===== config.mk =====
export PLATFORM = sky130hd
export DESIGN_NAME = axis_sample_tx_flat
export DESIGN_NICKNAME = d
export VERILOG_FILES = /design/src/rtl/axis_sample_tx_pkg.sv /design/src/rtl/axis_sample_tx_if.sv /design/src/rtl/axis_sample_tx_fifo.sv /design/src/rtl/axis_sample_tx.sv /design/src/flat_wrapper.sv
export SDC_FILE = /design/constraint.sdc
export NUM_CORES = 1
export LEC_CHECK = 0
export BUFFER_PORTS_ARGS = -buffer_cell sky130_fd_sc_hd__buf_2
export CORE_ASPECT_RATIO = 1.75
export CORE_MARGIN = 5
export CORE_UTILIZATION = 45
export CTS_BUF_LIST = sky130_fd_sc_hd__clkbuf_4 sky130_fd_sc_hd__clkbuf_8
export DETAILED_ROUTE_END_ITERATION = 16
export PLACE_DENSITY = 0.66
export SYNTH_ARGS = -nofsm -noshare
export SYNTH_HDL_FRONTEND = slang
export SYNTH_SLANG_ARGS = --single-unit
export TNS_END_PERCENT = 100

===== constraint.sdc =====
create_clock -name aclk -period 8.11 [get_ports aclk]
set_clock_uncertainty 0.15 [all_clocks]
set_input_delay 0 -clock aclk [delete_from_list [all_inputs] [get_ports aclk]]
set_output_delay 0 -clock aclk [all_outputs]
set_load 0.02 [all_outputs]

===== src/rtl/axis_sample_tx_pkg.sv =====
// Shared sample type and defaults for the FIR input streaming path.
package axis_tx_pkg;
    localparam int SAMPLE_W = 16;
    localparam int FIR_TAPS = 19;

    typedef logic signed [SAMPLE_W-1:0] sample_t;
endpackage


===== src/rtl/axis_sample_tx_if.sv =====
// AXI4-Stream data bus toward the FIR s_axis_data port.
// Optional tlast wire is present only when AXIS_TX_TLAST_EN is defined.
interface axis_sample_tx_if #(
    parameter int DATA_W = 16
);
    logic              m_axis_data_tvalid;
    logic              m_axis_data_tready;
    logic [DATA_W-1:0] m_axis_data_tdata;
`ifdef AXIS_TX_TLAST_EN
    logic              m_axis_data_tlast;

    modport master (
        output m_axis_data_tvalid, m_axis_data_tdata, m_axis_data_tlast,
        input  m_axis_data_tready
    );
    modport slave (
        input  m_axis_data_tvalid, m_axis_data_tdata, m_axis_data_tlast,
        output m_axis_data_tready
    );
`else
    modport master (
        output m_axis_data_tvalid, m_axis_data_tdata,
        input  m_axis_data_tready
    );
    modport slave (
        input  m_axis_data_tvalid, m_axis_data_tdata,
        output m_axis_data_tready
    );
`endif
endinterface


===== src/rtl/axis_sample_tx_fifo.sv =====
// Synchronous FIFO with extra-MSB pointers; push/pop are ignored when full/empty.
module axis_tx_fifo
    import axis_tx_pkg::*;
#(
    parameter int DATA_W = SAMPLE_W,
    parameter int DEPTH  = 16
) (
    input  logic                     aclk,
    input  logic                     aresetn,
    input  logic                     push,
    input  logic                     pop,
    input  logic [DATA_W-1:0]        din,
    output logic [DATA_W-1:0]        dout,
    output logic                     full,
    output logic                     empty,
    output logic [$clog2(DEPTH):0]   level
);
    localparam int AW = $clog2(DEPTH);

    logic [AW:0]       r_wptr;
    logic [AW:0]       r_rptr;
    logic [DATA_W-1:0] r_mem [DEPTH];
    logic              w_push;
    logic              w_pop;

    assign w_push = push && !full;
    assign w_pop  = pop && !empty;

    always_ff @(posedge aclk) begin
        if (!aresetn) begin
            r_wptr <= '0;
            r_rptr <= '0;
        end else begin
            if (w_push) r_wptr <= r_wptr + 1'b1;
            if (w_pop)  r_rptr <= r_rptr + 1'b1;
        end
    end

    always_ff @(posedge aclk) begin
        if (aresetn && w_push) r_mem[r_wptr[AW-1:0]] <= din;
    end

    assign dout  = r_mem[r_rptr[AW-1:0]];
    assign empty = (r_wptr == r_rptr);
    assign full  = (r_wptr[AW] != r_rptr[AW]) && (r_wptr[AW-1:0] == r_rptr[AW-1:0]);
    assign level = r_wptr - r_rptr;
endmodule


===== src/rtl/axis_sample_tx.sv =====
// Sample FIFO plus registered AXI4-Stream master stage feeding the FIR filter.
// Define AXIS_TX_TLAST_EN to add the frame counter and tlast output.
module axis_sample_tx
    import axis_tx_pkg::*;
#(
    parameter int DATA_W    = SAMPLE_W,
    parameter int DEPTH     = 16,
    parameter int FRAME_LEN = FIR_TAPS
) (
    input  logic                    aclk,
    input  logic                    aresetn,
    input  logic                    wr_en,
    input  logic [DATA_W-1:0]       wr_data,
    output logic                    wr_ready,
    output logic                    overflow,
    output logic [$clog2(DEPTH):0]  level,
    axis_sample_tx_if.master        m_axis
);
    logic              w_full;
    logic              w_empty;
    logic              w_load;
    logic [DATA_W-1:0] w_dout;
    logic              r_tvalid;
    logic [DATA_W-1:0] r_tdata;
    logic              r_overflow;

    axis_tx_fifo #(
        .DATA_W (DATA_W),
        .DEPTH  (DEPTH)
    ) u_fifo (
        .aclk    (aclk),
        .aresetn (aresetn),
        .push    (wr_en),
        .pop     (w_load),
        .din     (wr_data),
        .dout    (w_dout),
        .full    (w_full),
        .empty   (w_empty),
        .level   (level)
    );

    // Refill the output register whenever it is free or being drained this cycle.
    assign w_load = !w_empty && (!r_tvalid || m_axis.m_axis_data_tready);

    always_ff @(posedge aclk) begin
        if (!aresetn) begin
            r_tvalid   <= 1'b0;
            r_tdata    <= '0;
            r_overflow <= 1'b0;
        end else begin
            if (w_load) begin
                r_tvalid <= 1'b1;
                r_tdata  <= w_dout;
            end else if (r_tvalid && m_axis.m_axis_data_tready) begin
                r_tvalid <= 1'b0;
            end
            if (wr_en && w_full) r_overflow <= 1'b1;
        end
    end

    assign wr_ready                  = !w_full;
    assign overflow                  = r_overflow;
    assign m_axis.m_axis_data_tvalid = r_tvalid;
    assign m_axis.m_axis_data_tdata  = r_tdata;

`ifdef AXIS_TX_TLAST_EN
    localparam int CW = (FRAME_LEN > 1) ? $clog2(FRAME_LEN) : 1;

    logic [CW-1:0] r_beat_cnt;
    logic          r_tlast;
    logic          w_frame_end;

    assign w_frame_end = (r_beat_cnt == CW'(FRAME_LEN - 1));

    always_ff @(posedge aclk) begin
        if (!aresetn) begin
            r_beat_cnt <= '0;
            r_tlast    <= 1'b0;
        end else if (w_load) begin
            r_tlast    <= w_frame_end;
            r_beat_cnt <= w_frame_end ? '0 : r_beat_cnt + 1'b1;
        end
    end

    assign m_axis.m_axis_data_tlast = r_tlast;
`endif
endmodule


===== src/flat_wrapper.sv =====
// flat-port wrapper written by rule: the top's interface ports become plain ports
module axis_sample_tx_flat import axis_tx_pkg::*;
#(
    parameter int DATA_W    = SAMPLE_W,
    parameter int DEPTH     = 16,
    parameter int FRAME_LEN = FIR_TAPS
)
  (aclk, aresetn, wr_en, wr_data, wr_ready, overflow, level, m_axis_m_axis_data_tvalid, m_axis_m_axis_data_tdata, m_axis_m_axis_data_tready);
  axis_sample_tx_if #(.DATA_W(DATA_W)) m_axis_i ();
  input  logic aclk;
  input  logic aresetn;
  input  logic wr_en;
  input  logic [DATA_W-1:0] wr_data;
  output logic wr_ready;
  output logic overflow;
  output logic [$clog2(DEPTH):0] level;
  output wire logic [$bits(m_axis_i.m_axis_data_tvalid)-1:0] m_axis_m_axis_data_tvalid;
  output wire logic [$bits(m_axis_i.m_axis_data_tdata)-1:0] m_axis_m_axis_data_tdata;
  input wire logic [$bits(m_axis_i.m_axis_data_tready)-1:0] m_axis_m_axis_data_tready;
  assign m_axis_m_axis_data_tvalid = m_axis_i.m_axis_data_tvalid;
  assign m_axis_m_axis_data_tdata = m_axis_i.m_axis_data_tdata;
  assign m_axis_i.m_axis_data_tready = m_axis_m_axis_data_tready;
  axis_sample_tx #(.DATA_W(DATA_W), .DEPTH(DEPTH), .FRAME_LEN(FRAME_LEN)) u_core (.aclk(aclk), .aresetn(aresetn), .wr_en(wr_en), .wr_data(wr_data), .wr_ready(wr_ready), .overflow(overflow), .level(level), .m_axis(m_axis_i));
endmodule

==> flow_summary.ini <==
[critical_path]
setup.worst_path.class = reg2reg
worstPathMaxFanout = 23
worstPathRequired_ns = 8.18
r2r_slack_ns = 4.28
worstPathCellList = inv_1, ha_1, nand4_1, o21a_1, nand3_1, nor2_1, buf_4
endpoint_kind = flop
critPathBufInv = 2
slowest_stage = dfxtp_1
max_stage_delay_ns = 1.08
crit_family = flip-flops
cp.arrival_ns = 3.89
critPathLaunchType = flop

[power]
p_int_w = 0.00255
p_per_area_nw_per_um2 = 275
power_frac_seq = 0.486
p_comb_frac = 0.206
clockPowerShare = 0.308
p_leak_nw = 4.18
p_sw_frac = 0.269
ir_worst_vdd_v = 0.000137
power_switching_w = 0.000936

[clocking]
cts_buffer_depth = 3
cts_buffers = 39
post_cts_resized = 0
clk_latency_ns = 0.53
tritoncts = done
root_buffer = clkbuf_8
post-cts-setup-buffers = 0
clock-sinks = 284
htree_levels = 2
path_clk_slew_ns = 0.07

[synthesis]
yosysTopAreaCellShare = 0.690
avgSynthCellArea_um2 = 18.5
yosys-top-cells-count = 256 x edfxtp_1, 66 x mux2i_1, 32 x o22ai_1, 28 x dfxtp_1, 27 x mux4_1
netlist_area_um2 = 11100
synth_ff_type = edfxtp_1
synthTopCellsByArea = edfxtp_1 69%, mux4_1 6.4%, mux2i_1 5.9%, dfxtp_1 5.0%, o22ai_1 1.8%
yosysTopAreaCell = edfxtp_1
async_flop_share = 0
synth_edf_count = 256
synth_cells = 602
synth.most_common_cell = edfxtp_1
syn_nets = 632
synth-seq-cells = 284
ys_warn_count = 0
synth-seq-area-share = 0.740
synth_cell_types = 36

[finish]
seqCellArea_um2 = 8260
fill_cells = 1979
finish.utilization = 0.517
area_growth_syn_to_layout_pct = 13.9
multi_input_comb_area_um2 = 2710
nets = 719
drive_gt1_frac = 0.209

[sta]
finalSetupTns_ns = 0
tightest_slew_ns = 1.15
hold_ws_ns = 0.163
fmax_mhz = 261
fin_crit_sh = 0.472
hold_viol_final = 0
relSlewSlack = 0.235
rsz0062_at_grt = no
finalSetupViolCount = 0
period_minus_slack_ns = 3.83
slew_viol_final = 0

[detailed_routing]
via_per_inst = 5.57
routedWlPerCell_um = 22.8
antenna_left = 0
drc = 0
route.vias.total = 5742
first_iter_violations = 376
dr.pass1.iters = 5
routed_wl_um = 23500

[status]
status = completed

[placed_design]
gp_routability_congestion = 0.805
io_buffers = 43
dpl.hpwl_um = 14200

[grt]
grt_pass1_vias = 6097
grt.total_usage = 0.170
grt_antenna_before_repair = 1
grt_max_degree = 70
globalRoute.totalOverflow = 0
grt_first_pass_wirelength_um = 35600

[worst_hold_path]
hold_path_class = in2reg

[floorplanning]
core_um2 = 24500
die_area_um2 = 28100
num_io_pins = 44
die_h_um = 218
start_util = 0.454
row_count = 76
die_w_um = 129

[flow_run]
cap_violations = 0
[power by group through the flow]
stage | Clock (W) | Sequential [W] | Combinational [W]
final | 0.00107 | 0.00169 | 0.000717
after global routing | 0.00116 | 0.00170 | 0.000770
after CTS | 0.00110 | 0.00170 | 0.000725
after detailed placement | 0 | 0.00173 | 0.000714
after global placement | 0 | 0.00172 | 0.000709
after floorplan | 0 | 0.00176 | 0.000494
[what timing repair did]
| item | in CTS | in global routing |
|---|---|---|
| setup endpoints to repair | 0 | 0 |
| hold endpoints to repair | 280 | 0 |
| hold buffers | 19 | 0 |
[flip-flops by register name, indices dropped and copies added, names as in the netlist]
register / cells
u_core.u_fifo.r_mem: 256
u_core.m_axis.m_axis_data_tdata: 16
u_core.u_fifo.r_rptr: 5
u_core.u_fifo.r_wptr: 5
u_core.m_axis.m_axis_data_tvalid: 1
u_core.overflow: 1
[tightest hold or removal path: cells and delay by family]
kind	cells	cell delay, ns
AO/OA/AOI/OAI	1	0.07
buffers and inverters	2	0.66
AND/OR/NAND/NOR	1	0.07
[layout make-up]
cell class | count | share of cell area
Tap cell | 312 | 0.0308
Multi-Input combinational cell | 276 | 0.214
Timing Repair Buffer | 79 | 0.0420
Sequential cell | 284 | 0.650
Clock buffer | 54 | 0.0512
Inverter | 9 | 0.00266
Clock inverter | 15 | 0.00917
Antenna cell | 1 | 0.000197
[final timing paths]
kind	startpoint	endpoint	cells after the start
max	u_core.u_fifo.r_rptr[2]$_SDFFE_PN0P_	u_core.u_fifo.r_mem[10][5]$_DFFE_PP_	7
min	wr_en	u_core.overflow$_SDFFE_PN0P_	4
min reg2reg	u_core.overflow$_SDFFE_PN0P_	u_core.overflow$_SDFFE_PN0P_	2
max reg2reg	u_core.u_fifo.r_rptr[2]$_SDFFE_PN0P_	u_core.u_fifo.r_mem[10][5]$_DFFE_PP_	7
[layout by cell type, fill, tap and decap left out, types with 17 or more instances in the layout]
| cell | count |
|---|---|
| a21oi_1 | 23 |
| dfxtp_1 | 26 |
| mux2i_1 | 66 |
| clkbuf_8 | 39 |
| edfxtp_1 | 256 |
| buf_2 | 43 |
| dlygate4sd3_1 | 19 |
| o21ai_0 | 17 |
| buf_4 | 17 |
| nor2_1 | 20 |
| o22ai_1 | 32 |
| mux4_1 | 27 |
[kinds of logic after synthesis]
logic type | Yosys count | share of synthesized area
AND/OR/NAND/NOR | 45 | 0.0193
adder cells (fa/ha/maj) | 10 | 0.0119
flip-flops | 284 | 0.740
multiplexers | 114 | 0.149
XOR/XNOR | 10 | 0.00786
AO/OA/AOI/OAI | 97 | 0.0529
buffers and inverters | 42 | 0.0190
[layer usage]
layer,up-vias,wire length [µm],GRT usage
met1,2930,8740,0.193
met2,138,13100,0.315
met4,0,843,0.0757
met3,51,795,0.0225
met5,-,0,0
li1,2623,-,-
[through the flow]
step / setup WS, ns / power [W] / cells / area, µm²
finish: 4.28 / 0.00348 / 1030 / 12700
global route: 3.99 / 0.00364 / 1030 / 12700
CTS: 3.95 / 0.00353 / 1029 / 12700
global placement: 4.16 / 0.00243 / 941 / 11700
detailed placement: 3.94 / 0.00244 / 941 / 11700
floorplan: 4.41 / 0.00225 / 602 / 11100
(Power assumes the default switching activity.)
